===== src/rtl/srmem_pingpong.sv =====
// ---------------------------------------------------------------------------
// srmem_pingpong
//   Double-buffered shift-register memory. The design has two banks. Each
//   bank has NUM_RDPORT lanes of LEN_SRMEM entries, and each entry is
//   {valid, data}.
//   - Write side: it fills one bank round-robin across the lanes.
//   - Read side: it pops whole head rows from the other bank.
//   - A partially filled bank is padded and then shifted (MOVING) until its
//     data sits at the head. Only then is the bank exposed to the reader.
//
// Optional feature macro: SRMEM_EARLY_END_EN
//   defined   : a read ends after the last real row of the bank
//   undefined : all LEN_SRMEM rows are popped
//
// Ports
//   clk, rst_n   clock, synchronous active-low reset
//   valid_din    write strobe (ignored while wrfull)
//   din          write payload
//   is_lastdin   closes the write bank after this entry
//   wrfull       write bank is MOVING or FULL
//   wrend        pulse: write bank closed this cycle
//   req_pop      pop head row of the read bank
//   rdvalid      read bank is FULL; rd_data valid
//   rd_data      head row, lane k at [k*(DATA_BW+1) +: DATA_BW+1]
//   rdlast       accepted pop is the final row of the bank
//   rd_bank      index of the bank being read
// ---------------------------------------------------------------------------
module srmem_pingpong #(
    parameter int NUM_RDPORT = 4,
    parameter int LEN_SRMEM  = 8,
    parameter int DATA_BW    = 16
) (
    input  logic                                clk,
    input  logic                                rst_n,
    input  logic                                valid_din,
    input  logic [DATA_BW-1:0]                  din,
    input  logic                                is_lastdin,
    output logic                                wrfull,
    output logic                                wrend,
    input  logic                                req_pop,
    output logic                                rdvalid,
    output logic [NUM_RDPORT*(DATA_BW+1)-1:0]   rd_data,
    output logic                                rdlast,
    output logic                                rd_bank
);

    localparam int EW = DATA_BW + 1;
    localparam int RW = $clog2(LEN_SRMEM + 1);
    localparam int PW = (NUM_RDPORT > 1) ? $clog2(NUM_RDPORT) : 1;

    typedef enum logic [1:0] {
        ST_IDLE    = 2'b00,
        ST_FILLING = 2'b01,
        ST_MOVING  = 2'b10,
        ST_FULL    = 2'b11
    } bank_st_e;

    bank_st_e        st_q    [2];
    bank_st_e        st_d    [2];
    logic [RW-1:0]   rows_q  [2];
    logic [RW-1:0]   rows_d  [2];
    logic [RW-1:0]   mvcnt_q [2];
    logic [RW-1:0]   mvcnt_d [2];
    logic [PW-1:0]   memptr_q, memptr_d;
    logic [RW-1:0]   rdcnt_q, rdcnt_d;
    logic            wr_bank_q, wr_bank_d;
    logic            rd_bank_q, rd_bank_d;
    logic [EW-1:0]   mem_q [2][NUM_RDPORT][LEN_SRMEM];
    logic [EW-1:0]   mem_d [2][NUM_RDPORT][LEN_SRMEM];

    logic            sh_en [2][NUM_RDPORT];
    logic [EW-1:0]   sh_in [2][NUM_RDPORT];

    logic            wr_ok, wr_close, do_pop;
    logic [RW-1:0]   rows_new, rd_end;

    assign wrfull  = (st_q[wr_bank_q] == ST_MOVING) || (st_q[wr_bank_q] == ST_FULL);
    assign rdvalid = (st_q[rd_bank_q] == ST_FULL);
    assign rd_bank = rd_bank_q;
    assign do_pop  = req_pop && rdvalid;

`ifdef SRMEM_EARLY_END_EN
    assign rd_end = rows_q[rd_bank_q];
`else
    assign rd_end = RW'(LEN_SRMEM);
`endif

    assign rdlast   = do_pop && (rdcnt_q == rd_end - RW'(1));
    assign wr_ok    = valid_din && !wrfull;
    // A new row starts whenever lane 0 is written.
    assign rows_new = rows_q[wr_bank_q] + RW'(memptr_q == '0);
    assign wr_close = wr_ok && (is_lastdin ||
                      ((rows_new == RW'(LEN_SRMEM)) && (memptr_q == PW'(NUM_RDPORT - 1))));
    assign wrend    = wr_close;

    always_comb begin
        for (int k = 0; k < NUM_RDPORT; k++) begin
            rd_data[k*EW +: EW] = rdvalid ? mem_q[rd_bank_q][k][0] : '0;
        end
    end

    always_comb begin
        st_d      = st_q;
        rows_d    = rows_q;
        mvcnt_d   = mvcnt_q;
        memptr_d  = memptr_q;
        rdcnt_d   = rdcnt_q;
        wr_bank_d = wr_bank_q;
        rd_bank_d = rd_bank_q;
        mem_d     = mem_q;
        for (int b = 0; b < 2; b++) begin
            for (int k = 0; k < NUM_RDPORT; k++) begin
                sh_en[b][k] = 1'b0;
                sh_in[b][k] = '0;
            end
        end

        if (wr_ok) begin
            // The addressed lane takes the data. On close, the lanes after it
            // take padding, so every lane ends up holding `rows` entries.
            for (int k = 0; k < NUM_RDPORT; k++) begin
                if (PW'(k) == memptr_q) begin
                    sh_en[wr_bank_q][k] = 1'b1;
                    sh_in[wr_bank_q][k] = {1'b1, din};
                end else if (wr_close && (PW'(k) > memptr_q)) begin
                    sh_en[wr_bank_q][k] = 1'b1;
                end
            end
            rows_d[wr_bank_q] = rows_new;
            if (wr_close) begin
                memptr_d  = '0;
                wr_bank_d = ~wr_bank_q;
                if (rows_new == RW'(LEN_SRMEM)) begin
                    st_d[wr_bank_q] = ST_FULL;
                end else begin
                    st_d[wr_bank_q]    = ST_MOVING;
                    mvcnt_d[wr_bank_q] = rows_new;
                end
            end else begin
                memptr_d        = (memptr_q == PW'(NUM_RDPORT - 1)) ? '0 : memptr_q + PW'(1);
                st_d[wr_bank_q] = ST_FILLING;
            end
        end

        // MOVING pushes the data toward the head until the bank has seen
        // LEN_SRMEM shifts in total.
        for (int b = 0; b < 2; b++) begin
            if (st_q[b] == ST_MOVING) begin
                for (int k = 0; k < NUM_RDPORT; k++) sh_en[b][k] = 1'b1;
                mvcnt_d[b] = mvcnt_q[b] + RW'(1);
                if (mvcnt_q[b] + RW'(1) == RW'(LEN_SRMEM)) st_d[b] = ST_FULL;
            end
        end

        if (do_pop) begin
            for (int k = 0; k < NUM_RDPORT; k++) sh_en[rd_bank_q][k] = 1'b1;
            rdcnt_d = rdcnt_q + RW'(1);
        end

        for (int b = 0; b < 2; b++) begin
            for (int k = 0; k < NUM_RDPORT; k++) begin
                if (sh_en[b][k]) begin
                    for (int i = 0; i < LEN_SRMEM - 1; i++) mem_d[b][k][i] = mem_q[b][k][i+1];
                    mem_d[b][k][LEN_SRMEM-1] = sh_in[b][k];
                end
            end
        end

        // With early end the padded tail may still be in the bank, so clear it.
        if (rdlast) begin
            st_d[rd_bank_q]    = ST_IDLE;
            rows_d[rd_bank_q]  = '0;
            mvcnt_d[rd_bank_q] = '0;
            rdcnt_d            = '0;
            rd_bank_d          = ~rd_bank_q;
            for (int k = 0; k < NUM_RDPORT; k++) begin
                for (int i = 0; i < LEN_SRMEM; i++) mem_d[rd_bank_q][k][i] = '0;
            end
        end
    end

    always_ff @(posedge clk) begin
        if (!rst_n) begin
            for (int b = 0; b < 2; b++) begin
                st_q[b]    <= ST_IDLE;
                rows_q[b]  <= '0;
                mvcnt_q[b] <= '0;
                for (int k = 0; k < NUM_RDPORT; k++) begin
                    for (int i = 0; i < LEN_SRMEM; i++) mem_q[b][k][i] <= '0;
                end
            end
            memptr_q  <= '0;
            rdcnt_q   <= '0;
            wr_bank_q <= 1'b0;
            rd_bank_q <= 1'b0;
        end else begin
            st_q      <= st_d;
            rows_q    <= rows_d;
            mvcnt_q   <= mvcnt_d;
            mem_q     <= mem_d;
            memptr_q  <= memptr_d;
            rdcnt_q   <= rdcnt_d;
            wr_bank_q <= wr_bank_d;
            rd_bank_q <= rd_bank_d;
        end
    end

endmodule

===== config.mk =====
export PLATFORM = sky130hd
export DESIGN_NAME = srmem_pingpong
export DESIGN_NICKNAME = d
export VERILOG_FILES = /design/src/rtl/srmem_pingpong.sv
export SDC_FILE = /design/constraint.sdc
export NUM_CORES = 2
export LEC_CHECK = 0
export ABC_AREA = 0
export BUFFER_PORTS_ARGS = -buffer_cell sky130_fd_sc_hd__buf_2
export CELL_PAD_IN_SITES_DETAIL_PLACEMENT = 0
export CELL_PAD_IN_SITES_GLOBAL_PLACEMENT = 1
export CORE_AREA = 5 5 300 302
export CTS_CLUSTER_SIZE = 24
export DETAILED_ROUTE_END_ITERATION = 16
export DIE_AREA = 0 0 305 307
export PLACE_DENSITY = 0.87
export SYNTH_ARGS = -nofsm -noshare
export SYNTH_HDL_FRONTEND = slang
export SYNTH_SLANG_ARGS = --single-unit

===== constraint.sdc =====
create_clock -name clk -period 3.85 [get_ports clk]
set_input_delay 0.1925 -clock clk [delete_from_list [all_inputs] [get_ports clk]]
set_output_delay 0.1925 -clock clk [all_outputs]
set_load 0.05 [all_outputs]

==> summary.txt <==
Run status
  – Status: complete, no violations

Synth
  – Synth unique cells: 62
  – Synth async-reset ratio: 0%
  – Ys flop type: dfxtp_1
  – EDFF count, synth: 0
  – #FFs+latches synth: 1116
  – Syn_area_per_cell: 8.538 um^2
  – Sequential area share after synthesis: 55.04%
  – Net Count, Synth: ~4800
  – Post-synthesis cell area: 0.04059 mm^2
  – Syn. warnings: 0
  – Post-Synthesis Cells: 4754

Global route
  – Vias in the first global route: 28590
  – GRT overflow: 0
  – Most Used Layer, Global Route: met2
  – Total Routing Usage GR: 18.30%
  – Largest net degree at the start of global routing: around 140
  – Global routing usage on met2: 30.15%
  – Met1 usage: around 25%
  – First-pass GRT wire length: 145300 um
  – Antenna violations before repair: 1
  – M3 GR Usage: 2.893%

Clocking
  – Root Driver: clkbuf_16
  – Postcts setup bufs: 0
  – CTS Buf Count: 111
  – H-tree levels: 3
  – CTS tree: built
  – Worst skew pair latency: 0.67 ns
  – Clock sinks: 1116
  – Clock Pin Slew Worst Setup and Hold Paths: roughly 0.06 ns
  – Max clock buf depth: 3

Power and ir drop
  – Pwr/cell area: 517.9 mW/mm^2
  – VDD IR-drop max: 0.3812 mV
  – P_leak: between 0.015 and 0.02 uW

Cells and area
  – Final Instance Count excl. Fillers: 5925
  – Synth-to-Final Area Change: 12.46%
  – Share of cells above drive strength 1: 8.445%
  – ANT cells: 0
  – Final Util: between 50% and 60%
  – Post-route cell area: 0.04565 mm^2
  – Nets: 4704

Floorplan
  – FP Rows: roughly 110
  – Starting Density: 46.43%
  – Core box area: 0.08742 mm^2
  – Die X: 305 um
  – Die area: 0.09364 mm^2
  – I/O pin count: 94
  – Die H: 307 um

Timing
  – Max Fclk: 0.2811 GHz
  – Min Tclk post-route: 3.557 ns
  – Clk_skew: 0.03244 ns
  – Unrepaired setup endpoints after global routing: false
  – Final period util: 92.39%
  – Relative slew slack: 16.17%
  – Final-report setup violation count: 0
  – Final hold slack: 0.03941 ns
  – Max-slew violation count: 0
  – Worst-margin pin slew: 1.253 ns
  – Hold Violations, Final: 0
  – Final TNS setup: 0 ns

Setup path
  – Worst r2r src: memptr_q[1]
  – Required time worst endpoint: 3.66 ns
  – CP endpoint kind: primary output
  – Internal reg-to-reg setup slack: 0.42 ns
  – Slowest-stage cell, CP: dfxtp_1
  – WP buf/inv: 3
  – Most used cell, CP: ha_1
  – WP data arrival: roughly 3.4 ns
  – Crit Path Class: reg -> out
  – Crit-path cells: inv_1 > ha_1 > ha_1 > ha_1 > nor2_1 > o2111ai_2 > a21o_2 > inv_4 > buf_2
  – Critical R2R Capture: mem_q[691]
  – Crit Path Max Fanout: 6
  – Reg2Reg Depth: 11
  – Critical path's top delay family: adder cells
  – Worst Setup Start Kind: flip-flop
  – Slowest cell delay on critical path: 0.41 ns

Placement
  – Inst Count DP: 5713
  – DP HPWL: 52880 um
  – Placed cell areas: 0.04186 mm^2
  – RePlAce Congestion: 0.8111
  – # port buffers: 93

Routing
  – Detailed Routing Iterations Pass 1: 5
  – Post-route DRC: 0
  – DR vias/cell: 5.160
  – Avg WL per Cell: 15.02 um
  – Via count: 30580
  – Routed Wire Length: just under 90000 um
  – Post-route antenna net violation count: 0
  – 1st-iter DRT viols: 2237

Min path
  – Min-Delay Startpoint: din[2]
  – Hold path cells: 3
  – HP Class: in -> reg
  – Hold Path End: mem_q[954]

Job
  – Max-cap violations: 0
-- cell type report --
| type | instances | area [um^2] |
|---|---|---|
| Fill cell | 8221 | 41770 |
| Sequential cell | 1116 | 22350 |
| Multi-Input combinational cell | 3246 | 16600 |
| Clock buffer | 165 | 3264 |
| Timing Repair Buffer | 175 | 1501 |
| Tap cell | 1165 | 1458 |
| Clock inverter | 34 | 389.1 |
| Inverter | 24 | 92.59 |
-- worst reg2reg max path, stage by stage (launching register included) --
cell,delay [ns]
dfxtp_1,0.41
inv_1,0.17
ha_1,0.28
ha_1,0.25
ha_1,0.38
nor2_1,0.24
o2111ai_2,0.23
a21o_2,0.30
inv_4,0.10
a31o_4,0.46
buf_12,0.27
a2bb2o_4,0.24
-- power by group --
group / internal [uW] / switching [uW]
logic: 327 / 1000
registers: 11600 / 32.6
clock network: 6250 / 4420
total: 18200 / 5460
-- routing by layer --
layer	part of all wire, %	vias to the layer above
met5	0.015	-
met4	2.6	2
met3	3.8	143
met2	47	414
met1	47	14400
li1	-	15610
-- metrics by stage --
| step | total power [uW] | setup slack [ns] |
|---|---|---|
| after floorplan | 12850 | 0.7738 |
| after global placement | 13220 | 0.5341 |
| after detailed placement | 13220 | 0.4493 |
| after CTS | 23900 | 0.2813 |
| after global routing | 24530 | 0.1222 |
| final | 23640 | 0.2931 |
-- flip-flops by register name, summed over array words and instances (netlist names) --
name,count
st_q,4
rows_q,8
mem_q,1088
memptr_q,2
rdcnt_q,4
mvcnt_q,8
wr_bank_q,1
rd_bank,1
-- synthesized netlist by cell type (2+ instances only) --
master    instances  area share (%)
nor2_1          109             1.0
nor2_4            2           0.055
nand2b_1          2           0.031
o311ai_0          2           0.043
and3_1            6           0.092
a2bb2o_4         31             1.5
nand4_1           3           0.046
xnor2_1           7            0.15
buf_4            28            0.52
and2_1            6           0.092
nor2b_1           6           0.092
inv_1            22            0.20
mux2i_1         291             7.2
ha_1              9            0.28
a31oi_1           7            0.11
a21oi_1         728             9.0
clkbuf_1        182             1.7
a211oi_1          3           0.055
o21ai_1          63            0.78
buf_8             4            0.15
xor2_1            2           0.043
buf_6             3           0.083
a21boi_0          2           0.037
buf_2           114             1.4
a22o_1           19            0.41
o21ai_0          33            0.41
a22oi_1          32            0.59
mux2_2            3           0.083
nand3_1         177             2.2
nand4b_1          2           0.043
a221oi_1          3           0.065
nand2_1        1667              15
buf_1            35            0.32
o21a_1            4           0.074
dfxtp_1        1116              55
nor2_2            2           0.031
nand4_2           2           0.062
buf_12            2           0.099
a31o_1            2           0.043
-- kinds of logic after synthesis --
group	count (synthesis)	synth area share [%]
and+or+nand+nor	1991	19.28
DFF	1116	55.04
AOI/OAI and AO/OA	942	13.42
buffers and inverters	392	4.488
muxes	295	7.293
xor gates and xnor gates	9	0.1942
adders and majority gates	9	0.2774
-- how the worst max path moves through the flow --
stage	start	to	slack, ns	cells past startpoint
after floorplan	wr_bank_q	mem_q[143]	0.77	12
final	memptr_q[1]	wrend	0.29	9
after global placement	memptr_q[1]	mem_q[686]	0.53	11
after CTS	memptr_q[1]	wrend	0.28	9
after detailed placement	memptr_q[1]	mem_q[687]	0.45	11
after global routing	memptr_q[1]	wrend	0.12	9
-- cells in the final DEF (no fill, tap or decap), types with 3 or more instances in the layout --
cell type,instances
nand2_1,1665
dfxtp_1,1115
a21oi_1,727
mux2i_1,291
nand3_1,177
clkbuf_16,114
nor2_1,107
buf_2,93
o21ai_1,61
buf_4,38
a22oi_1,32
a2bb2o_4,31
o21ai_0,31
buf_12,31
clkbuf_1,29
clkinv_2,23
inv_1,22
clkbuf_8,22
a22o_1,19
dlygate4sd3_1,13
ha_1,9
xnor2_1,7
and3_1,6
nor2b_1,6
bufinv_16,6
and2_1,5
a31oi_1,5
nor2_4,4
o21ai_4,4
mux2_2,3
o21a_4,3
nand4_1,3
a221oi_1,3
a211oi_1,3
-- what timing repair did --
action | 4_1_cts | 5_1_grt
gates resized for setup | 0 | 0
hold buffers | 13 | 0
endpoints found under the hold margin | 22 | 0
(Power assumes the default switching activity.)
